`src/rtl/div_sequencer_pkg.sv`:
```
// Shared definitions for the divide sequencer: select codes, FSM states, timing constants.
package div_sequencer_pkg;

  localparam int unsigned WIDTH       = 32;
  localparam int unsigned ITER_CNT    = 32;
  localparam int unsigned DIV_LATENCY = 35;

  // Divider select codes
  localparam logic [1:0] SEL_HOLD = 2'b00;
  localparam logic [1:0] SEL_LOAD = 2'b01;
  localparam logic [1:0] SEL_ITER = 2'b10;

  typedef enum logic [2:0] {
    ST_IDLE    = 3'd0,
    ST_LOAD    = 3'd1,
    ST_ITER    = 3'd2,
    ST_CAPTURE = 3'd3,
    ST_DONE    = 3'd4,
    ST_DZERO   = 3'd5
  } state_e;

  // select is a pure decode of the registered state
  function automatic logic [1:0] sel_decode(input state_e st);
    logic [1:0] sel;
    sel = SEL_HOLD;
    case (st)
      ST_LOAD: sel = SEL_LOAD;
      ST_ITER: sel = SEL_ITER;
      default: sel = SEL_HOLD;
    endcase
    return sel;
  endfunction

endpackage

```
`src/rtl/div_sequencer_if.sv`:
```
// Bus between the mult/div unit top and the divide sequencer: CPU request side plus divider side.
interface div_sequencer_if #(
  parameter int unsigned WIDTH = 32
);
  logic             start;
  logic [WIDTH-1:0] rs_in;
  logic [WIDTH-1:0] rt_in;
  logic             hi_we;
  logic             lo_we;
  logic [WIDTH-1:0] wdata;
  logic [WIDTH-1:0] quotient;
  logic [WIDTH-1:0] remainder;
  logic [WIDTH-1:0] dividend;
  logic [WIDTH-1:0] divider;
  logic [1:0]       select;
  logic             busy;
  logic             done;
  logic             div_zero;
  logic [WIDTH-1:0] hi;
  logic [WIDTH-1:0] lo;

  modport master (
    output start, rs_in, rt_in, hi_we, lo_we, wdata, quotient, remainder,
    input  dividend, divider, select, busy, done, div_zero, hi, lo
  );

  modport slave (
    input  start, rs_in, rt_in, hi_we, lo_we, wdata, quotient, remainder,
    output dividend, divider, select, busy, done, div_zero, hi, lo
  );
endinterface

```
`src/rtl/div_sequencer_hilo_regs.sv`:
```
// Architectural HI/LO register pair; divider capture has priority over MTHI/MTLO.
module div_sequencer_hilo_regs
  import div_sequencer_pkg::*;
#(
  parameter int unsigned WIDTH = div_sequencer_pkg::WIDTH
) (
  input  logic             clk,
  input  logic             reset_n,
  input  logic             cap_en,
  input  logic [WIDTH-1:0] cap_hi,
  input  logic [WIDTH-1:0] cap_lo,
  input  logic             mthi_en,
  input  logic             mtlo_en,
  input  logic [WIDTH-1:0] wdata,
  output logic [WIDTH-1:0] hi,
  output logic [WIDTH-1:0] lo
);

  // HI register: capture overrides MTHI
  always_ff @(posedge clk or negedge reset_n) begin
    if (!reset_n) begin
      hi <= '0;
    end else if (cap_en) begin
      hi <= cap_hi;
    end else if (mthi_en) begin
      hi <= wdata;
    end
  end

  // LO register: capture overrides MTLO
  always_ff @(posedge clk or negedge reset_n) begin
    if (!reset_n) begin
      lo <= '0;
    end else if (cap_en) begin
      lo <= cap_lo;
    end else if (mtlo_en) begin
      lo <= wdata;
    end
  end

endmodule

```
`src/rtl/div_sequencer.sv`:
```
// Divide sequencer: latches DIV operands, steps the iterative divider (load, 32 iterates),
// captures quotient/remainder into LO/HI and pulses done; rejects divide-by-zero.
module div_sequencer
  import div_sequencer_pkg::*;
#(
  parameter int unsigned WIDTH    = div_sequencer_pkg::WIDTH,
  parameter int unsigned ITER_CNT = div_sequencer_pkg::ITER_CNT
) (
  input logic             clk,
  input logic             reset_n,
  div_sequencer_if.slave  bus
);

  localparam int unsigned CW = $clog2(ITER_CNT + 1);

  state_e           state_q, state_d;
  logic [CW-1:0]    cnt_q;
  logic [WIDTH-1:0] dividend_q;
  logic [WIDTH-1:0] divider_q;
  logic             accept;
  logic             mt_ok;

  assign accept = (state_q == ST_IDLE) && bus.start && (bus.rt_in != '0);
  assign mt_ok  = (state_q == ST_IDLE) || (state_q == ST_DONE) || (state_q == ST_DZERO);

  // State register
  always_ff @(posedge clk or negedge reset_n) begin
    if (!reset_n) begin
      state_q <= ST_IDLE;
    end else begin
      state_q <= state_d;
    end
  end

  // Next-state logic
  always_comb begin
    state_d = state_q;
    case (state_q)
      ST_IDLE: begin
        if (bus.start) begin
          state_d = (bus.rt_in != '0) ? ST_LOAD : ST_DZERO;
        end
      end
      ST_LOAD:    state_d = ST_ITER;
      ST_ITER:    state_d = (cnt_q == CW'(1)) ? ST_CAPTURE : ST_ITER;
      ST_CAPTURE: state_d = ST_DONE;
      ST_DONE:    state_d = ST_IDLE;
      ST_DZERO:   state_d = ST_IDLE;
      default:    state_d = ST_IDLE;
    endcase
  end

  // Iterate counter: loaded in LOAD, counts down once per iterate edge
  always_ff @(posedge clk or negedge reset_n) begin
    if (!reset_n) begin
      cnt_q <= '0;
    end else if (state_q == ST_LOAD) begin
      cnt_q <= CW'(ITER_CNT);
    end else if (state_q == ST_ITER) begin
      cnt_q <= cnt_q - CW'(1);
    end
  end

  // Operand latch: only on an accepted non-zero-divisor request
  always_ff @(posedge clk or negedge reset_n) begin
    if (!reset_n) begin
      dividend_q <= '0;
      divider_q  <= '0;
    end else if (accept) begin
      dividend_q <= bus.rs_in;
      divider_q  <= bus.rt_in;
    end
  end

  assign bus.dividend = dividend_q;
  assign bus.divider  = divider_q;
  assign bus.select   = sel_decode(state_q);
  assign bus.busy     = (state_q == ST_LOAD) || (state_q == ST_ITER) || (state_q == ST_CAPTURE);
  assign bus.done     = (state_q == ST_DONE);
  assign bus.div_zero = (state_q == ST_DZERO);

  div_sequencer_hilo_regs #(
    .WIDTH (WIDTH)
  ) u_hilo (
    .clk     (clk),
    .reset_n (reset_n),
    .cap_en  (state_q == ST_CAPTURE),
    .cap_hi  (bus.remainder),
    .cap_lo  (bus.quotient),
    .mthi_en (bus.hi_we && mt_ok),
    .mtlo_en (bus.lo_we && mt_ok),
    .wdata   (bus.wdata),
    .hi      (bus.hi),
    .lo      (bus.lo)
  );

endmodule
```
`src/flat_wrapper.sv`:
```
// flat-port wrapper written by rule: the top's interface ports become plain ports
module div_sequencer_flat import div_sequencer_pkg::*;
#(
  parameter int unsigned WIDTH    = div_sequencer_pkg::WIDTH,
  parameter int unsigned ITER_CNT = div_sequencer_pkg::ITER_CNT
)
  (clk, reset_n, bus_start, bus_rs_in, bus_rt_in, bus_hi_we, bus_lo_we, bus_wdata, bus_quotient, bus_remainder, bus_dividend, bus_divider, bus_select, bus_busy, bus_done, bus_div_zero, bus_hi, bus_lo);
  div_sequencer_if #(.WIDTH(WIDTH)) bus_i ();
  input logic clk;
  input logic reset_n;
  input wire logic [$bits(bus_i.start)-1:0] bus_start;
  input wire logic [$bits(bus_i.rs_in)-1:0] bus_rs_in;
  input wire logic [$bits(bus_i.rt_in)-1:0] bus_rt_in;
  input wire logic [$bits(bus_i.hi_we)-1:0] bus_hi_we;
  input wire logic [$bits(bus_i.lo_we)-1:0] bus_lo_we;
  input wire logic [$bits(bus_i.wdata)-1:0] bus_wdata;
  input wire logic [$bits(bus_i.quotient)-1:0] bus_quotient;
  input wire logic [$bits(bus_i.remainder)-1:0] bus_remainder;
  output wire logic [$bits(bus_i.dividend)-1:0] bus_dividend;
  output wire logic [$bits(bus_i.divider)-1:0] bus_divider;
  output wire logic [$bits(bus_i.select)-1:0] bus_select;
  output wire logic [$bits(bus_i.busy)-1:0] bus_busy;
  output wire logic [$bits(bus_i.done)-1:0] bus_done;
  output wire logic [$bits(bus_i.div_zero)-1:0] bus_div_zero;
  output wire logic [$bits(bus_i.hi)-1:0] bus_hi;
  output wire logic [$bits(bus_i.lo)-1:0] bus_lo;
  assign bus_i.start = bus_start;
  assign bus_i.rs_in = bus_rs_in;
  assign bus_i.rt_in = bus_rt_in;
  assign bus_i.hi_we = bus_hi_we;
  assign bus_i.lo_we = bus_lo_we;
  assign bus_i.wdata = bus_wdata;
  assign bus_i.quotient = bus_quotient;
  assign bus_i.remainder = bus_remainder;
  assign bus_dividend = bus_i.dividend;
  assign bus_divider = bus_i.divider;
  assign bus_select = bus_i.select;
  assign bus_busy = bus_i.busy;
  assign bus_done = bus_i.done;
  assign bus_div_zero = bus_i.div_zero;
  assign bus_hi = bus_i.hi;
  assign bus_lo = bus_i.lo;
  div_sequencer #(.WIDTH(WIDTH), .ITER_CNT(ITER_CNT)) u_core (.clk(clk), .reset_n(reset_n), .bus(bus_i));
endmodule
```
`config.mk`:
```
export PLATFORM = sky130hd
export DESIGN_NAME = div_sequencer_flat
export DESIGN_NICKNAME = d
export VERILOG_FILES = /design/src/rtl/div_sequencer_pkg.sv /design/src/rtl/div_sequencer_if.sv /design/src/rtl/div_sequencer_hilo_regs.sv /design/src/rtl/div_sequencer.sv /design/src/flat_wrapper.sv
export SDC_FILE = /design/constraint.sdc
export NUM_CORES = 1
export LEC_CHECK = 0
export ABC_CLOCK_PERIOD_IN_PS = 1800
export BUFFER_PORTS_ARGS = -buffer_cell sky130_fd_sc_hd__buf_2
export CAP_MARGIN = 10
export CORE_AREA = 8 8 127 129
export CTS_BUF_LIST = sky130_fd_sc_hd__clkbuf_2
export CTS_CLUSTER_DIAMETER = 80
export DETAILED_ROUTE_END_ITERATION = 6
export DIE_AREA = 0 0 135 137
export PLACE_DENSITY = 0.9
export SLEW_MARGIN = 30
export SYNTH_ARGS = -nofsm -noshare
export SYNTH_HDL_FRONTEND = slang
export SYNTH_SLANG_ARGS = --single-unit
```
`constraint.sdc`:
```
create_clock -name clk -period 1.8 [get_ports clk]
set_clock_uncertainty 0.05 [all_clocks]
set_input_delay 0 -clock clk [delete_from_list [all_inputs] [get_ports clk]]
set_output_delay 0 -clock clk [all_outputs]
set_load 0.02 [all_outputs]
```
==> results.md, run 1 <==
- Yosys top cell area share: 58.0%
- Synthesis Warnings: 0
- Die width: 135 um
- Syn nets: 648
- CTS Hold Bufs: 201
- Sequential fraction of the synthesis area: 58.0%
- # rows: 44
- Gate Count Post-Synth: 481
- Async SR Flop Fraction: 100%
- IO Pins: 298
- Post-synth design cell area: 5910 um^2
- Failing step: clock tree synthesis (4_1_cts)
- Main synth FF type: dfrtp_1
- Largest cells by area after synthesis: dfrtp_1, mux2_4, nand2_1, a22o_1, a21o_1
- Buffers on Ports: 297
- CTS Sinks: 137
- Initial Utilization: 41.6%
- Seq cells post-synth: 137
- DIE HEIGHT: 137 um
- Status: aborted with a tool error
- Synth area leader: dfrtp_1
- PostCTS Resize Cnt: 40
- Post-CTS Setup Repair Bufs: 9
- CTS buffer count: 17
- Count leader, synth: dfrtp_1
- Stop err: [ERROR RSZ-0060] Max buffer count reached.
- Most frequent cells after synthesis: dfrtp_1, nand2_1, mux2_4
- Final GP Congestion: 0.825
- Syn Area/Cell: 12.3 um^2
- Clock buffer depth: 2
- HPWL Detailed: 14000 um
- CTS Root Cell: clkbuf_2
- Post-synth EDFFs: 0
- Cell variety after synth: 34
- CTS H-Tree Depth: 4
## logic make-up after synthesis
family / Yosys count / synth area share (%)
compound gates: 94 / 11.6
xor+xnor: 2 / 0.296
mux: 73 / 16.3
fa+ha+maj: 2 / 0.423
simple gates: 137 / 10.2
flops: 137 / 58.0
buf+inv: 36 / 3.30
## through the flow
stage | hold WS, ps | utilization [%] | setup slack (ps) | std cells | instance area (um^2)
3_5_place_dp | -78.7 | 54.4 | -133 | 956 | 7720
3_3_place_gp | -80.6 | 54.3 | -101 | 956 | 7720
2_1_floorplan | -346 | - | 85.6 | 481 | 5910
==> run 2, diff against run 1 <==
--- a/config.mk
+++ b/config.mk
@@ -5,15 +5,13 @@
 export SDC_FILE = /design/constraint.sdc
 export NUM_CORES = 1
 export LEC_CHECK = 0
-export ABC_CLOCK_PERIOD_IN_PS = 1800
+export ABC_CLOCK_PERIOD_IN_PS = 2340
 export BUFFER_PORTS_ARGS = -buffer_cell sky130_fd_sc_hd__buf_2
 export CAP_MARGIN = 10
-export CORE_AREA = 8 8 127 129
-export CTS_BUF_LIST = sky130_fd_sc_hd__clkbuf_2
-export CTS_CLUSTER_DIAMETER = 80
+export CORE_AREA = 8 8 131 133
 export DETAILED_ROUTE_END_ITERATION = 6
-export DIE_AREA = 0 0 135 137
-export PLACE_DENSITY = 0.9
+export DIE_AREA = 0 0 139 141
+export PLACE_DENSITY_LB_ADDON = 0.15
 export SLEW_MARGIN = 30
 export SYNTH_ARGS = -nofsm -noshare
 export SYNTH_HDL_FRONTEND = slang
==> constraint.sdc (replaced) <==
create_clock -name clk -period 2.34 [get_ports clk]
set_clock_uncertainty 0.05 [all_clocks]
set_input_delay 0 -clock clk [delete_from_list [all_inputs] [get_ports clk]]
set_output_delay 0 -clock clk [all_outputs]
set_load 0.02 [all_outputs]
==> run 2 against run 1 <==
Effect of this change: the flow now finishes without violations; synthesized cell count unchanged; area after synthesis unchanged.
==> results.md, run 2 <==
- Crit-path max FO: 32
- Hold Path Class: primary input to async pin
- Final core occ: 66.9%
- Final-stage net count: 1121
- Setup CP Type: register to register
- Pre-CTS setup slack: 228 ps
- Clk Latency, worst-skew pair: 420 ps
- Slew HR: 53.2%
- Layout area overhead: 69.6%
- Post-synth design cell area: 5910 um^2
- DR vias: 5742
- Crit start category: register
- Sequential fraction of the synthesis area: 58.0%
- Die width: 139 um
- Final GP Congestion: 0.826
- Status: finished, final reports clean
- Syn Area/Cell: 12.3 um^2
- Overall power: 13900 uW
- Design area: 10000 um^2
- Minimum clock period: 2220 ps
- Critical Path RT: 2600 ps
- Cell variety after synth: 34
- Hold Vio Cnt, Final: 0
- IO Pins: 298
- Setup_tns: 0 ps
- RSZ-0062 raised after global routing: no
- Synth area leader: dfrtp_1
- Placed cell areas: 7570 um^2
- CP arrival: 2480 ps
- Mean routed wirelength per cell: 18.5 um
- Detail Route Antenna Nets: 0
- Commonest non-fill, non-tap cell in the layout: buf_2
- GRT Total Usage: 21.8%
- Layout cell share with drive strength beyond 1: 41.0%
- Peak Freq: 450 MHz
- Core area: 15000 um^2
- Initial Utilization: 39.5%
- Initial antenna violation count: 4
- CTS Root Cell: clkbuf_16
- Maximum number of pins on one net before global-route repair: 64
- CTS H-Tree Depth: 4
- P per Cell Area: 1390 nW/um^2
- Clock Pin Slew Worst Setup and Hold Paths: 60 ps
- First-pass DRT Iterations: 7
- Setup violations, final: 0
- Max-cap viol count: 0
- DR vias/cell: 4.95
- Clock buffer depth: 2
- Worst VDD drop: 0.685 mV
- Largest cells by area after synthesis: dfrtp_1, mux2_4, nand2_1, a22o_1, a21o_1
- Most frequent cells in the layout: buf_2, dlygate4sd3_1, dfrtp_1
- Leak: 0.00515 uW
- First-pass GRT wire length: 34000 um
- Most frequent cells after synthesis: dfrtp_1, nand2_1, mux2_4
- DIE HEIGHT: 141 um
- Seq cells post-synth: 137
- CTS Sinks: 137
- Main synth FF type: dfrtp_1
- CP endpoint kind: register
- HPWL Detailed: 14100 um
- Fin. max-slew vios: 0
- Least-Margin Pin Slew: 692 ps
- Post-synth EDFFs: 0
- Syn nets: 648
- Post-CTS Setup Repair Bufs: 0
- CTS buffer count: 17
- Synthesis Warnings: 0
- Count leader, synth: dfrtp_1
- Async SR Flop Fraction: 100%
- Crit share post-route: 95.0%
- Gate Count Post-Synth: 481
- Setup ws final: 118 ps
- Vias in the first global route: 6531
- Final wirelength: 21400 um
- Yosys top cell area share: 58.0%
- Drc violations: 0
- CTS tree: done
- # rows: 45
- DIE AREA: 19600 um^2
- GRT overflow: 0
- Buffers on Ports: 297
- Initial DRC count: 268
## run 2: cell counts after synthesis
Identical to the previous run, type by type.
## run 2: cell families after synthesis
kind of cell | share of synthesized area, %
and+or+nand+nor | 10.2
DFF | 58.0
AOI/OAI and AO/OA | 11.6
muxes | 16.3
buffers and inverters | 3.30
xor gates and xnor gates | 0.296
adders and majority gates | 0.423
## run 2: worst paths after layout
kind / from / to / slack (ps) / cells after the start
setup / recovery: u_core.state_q[0]$_DFFE_PN0P_ / u_core.u_hilo.lo[1]$_DFFE_PN0P_ / 120 / 6
hold / removal: reset_n / u_core.bus.divider[19]$_DFFE_PN0P_ / 110 / 2
setup reg to reg: u_core.state_q[0]$_DFFE_PN0P_ / u_core.u_hilo.lo[1]$_DFFE_PN0P_ / 120 / 6
hold reg to reg: u_core.u_hilo.lo[7]$_DFFE_PN0P_ / u_core.u_hilo.lo[7]$_DFFE_PN0P_ / 430 / 1
max in group asynchronous: reset_n / u_core.bus.divider[14]$_DFFE_PN0P_ / 1350 / 3
min in group clk: bus_lo_we / u_core.u_hilo.lo[31]$_DFFE_PN0P_ / 220 / 4
## run 2: power by group
part | switching [uW] | internal, uW | total [uW] | leakage [uW]
clock | 992 | 1950 | 2940 | 0.000317
combinational | 3700 | 3020 | 6720 | 0.00320
sequential | 678 | 3580 | 4260 | 0.00164
total | 5370 | 8550 | 13900 | 0.00515
## run 2: metrics by stage
stage | std cells | hold slack [ps]
3_3_place_gp | 946 | -25.3
2_1_floorplan | 481 | -346
4_1_cts | 1155 | 111
6_report | 1159 | 107
3_5_place_dp | 946 | -19.5
5_1_grt | 1159 | 149
## run 2: cell type report
| cell class | instances | area [um^2] |
|---|---|---|
| fillers | 1156 | 4950 |
| flip-flops and latches | 137 | 3430 |
| repair buffers | 485 | 3370 |
| multi-input cells | 308 | 2300 |
| clock buffers | 21 | 460 |
| well taps | 188 | 235 |
| clock inverters | 11 | 194 |
| inverters | 5 | 18.8 |
| diodes | 4 | 10.0 |
## run 2: worst max-delay path, cell delays in order, from the launching register on
cell and delay [ps]:
dfrtp_1 450, nand2b_1 160, and3_1 260, buf_6 220, a22o_1 230, dlygate4sd3_1 580
a21o_1 160
## run 2: repair_timing
item / in CTS / in global routing
hold endpoints to repair: 190 / 0
hold buffers: 177 / 0
resized for setup: 0 / 4
setup endpoints to repair: 0 / 24
## run 2: layer usage
layer	part of all wire (%)	routed length, um	up-vias	GRT usage, %
li1	-	-	2658	-
met3	5.9	1250	52	6.14
met5	0	0	-	0
met4	3.4	718	0	12.1
met1	38	8100	2809	23.1
met2	53	11300	223	38.9
Note: power is estimated with default switching activity, not from simulation.
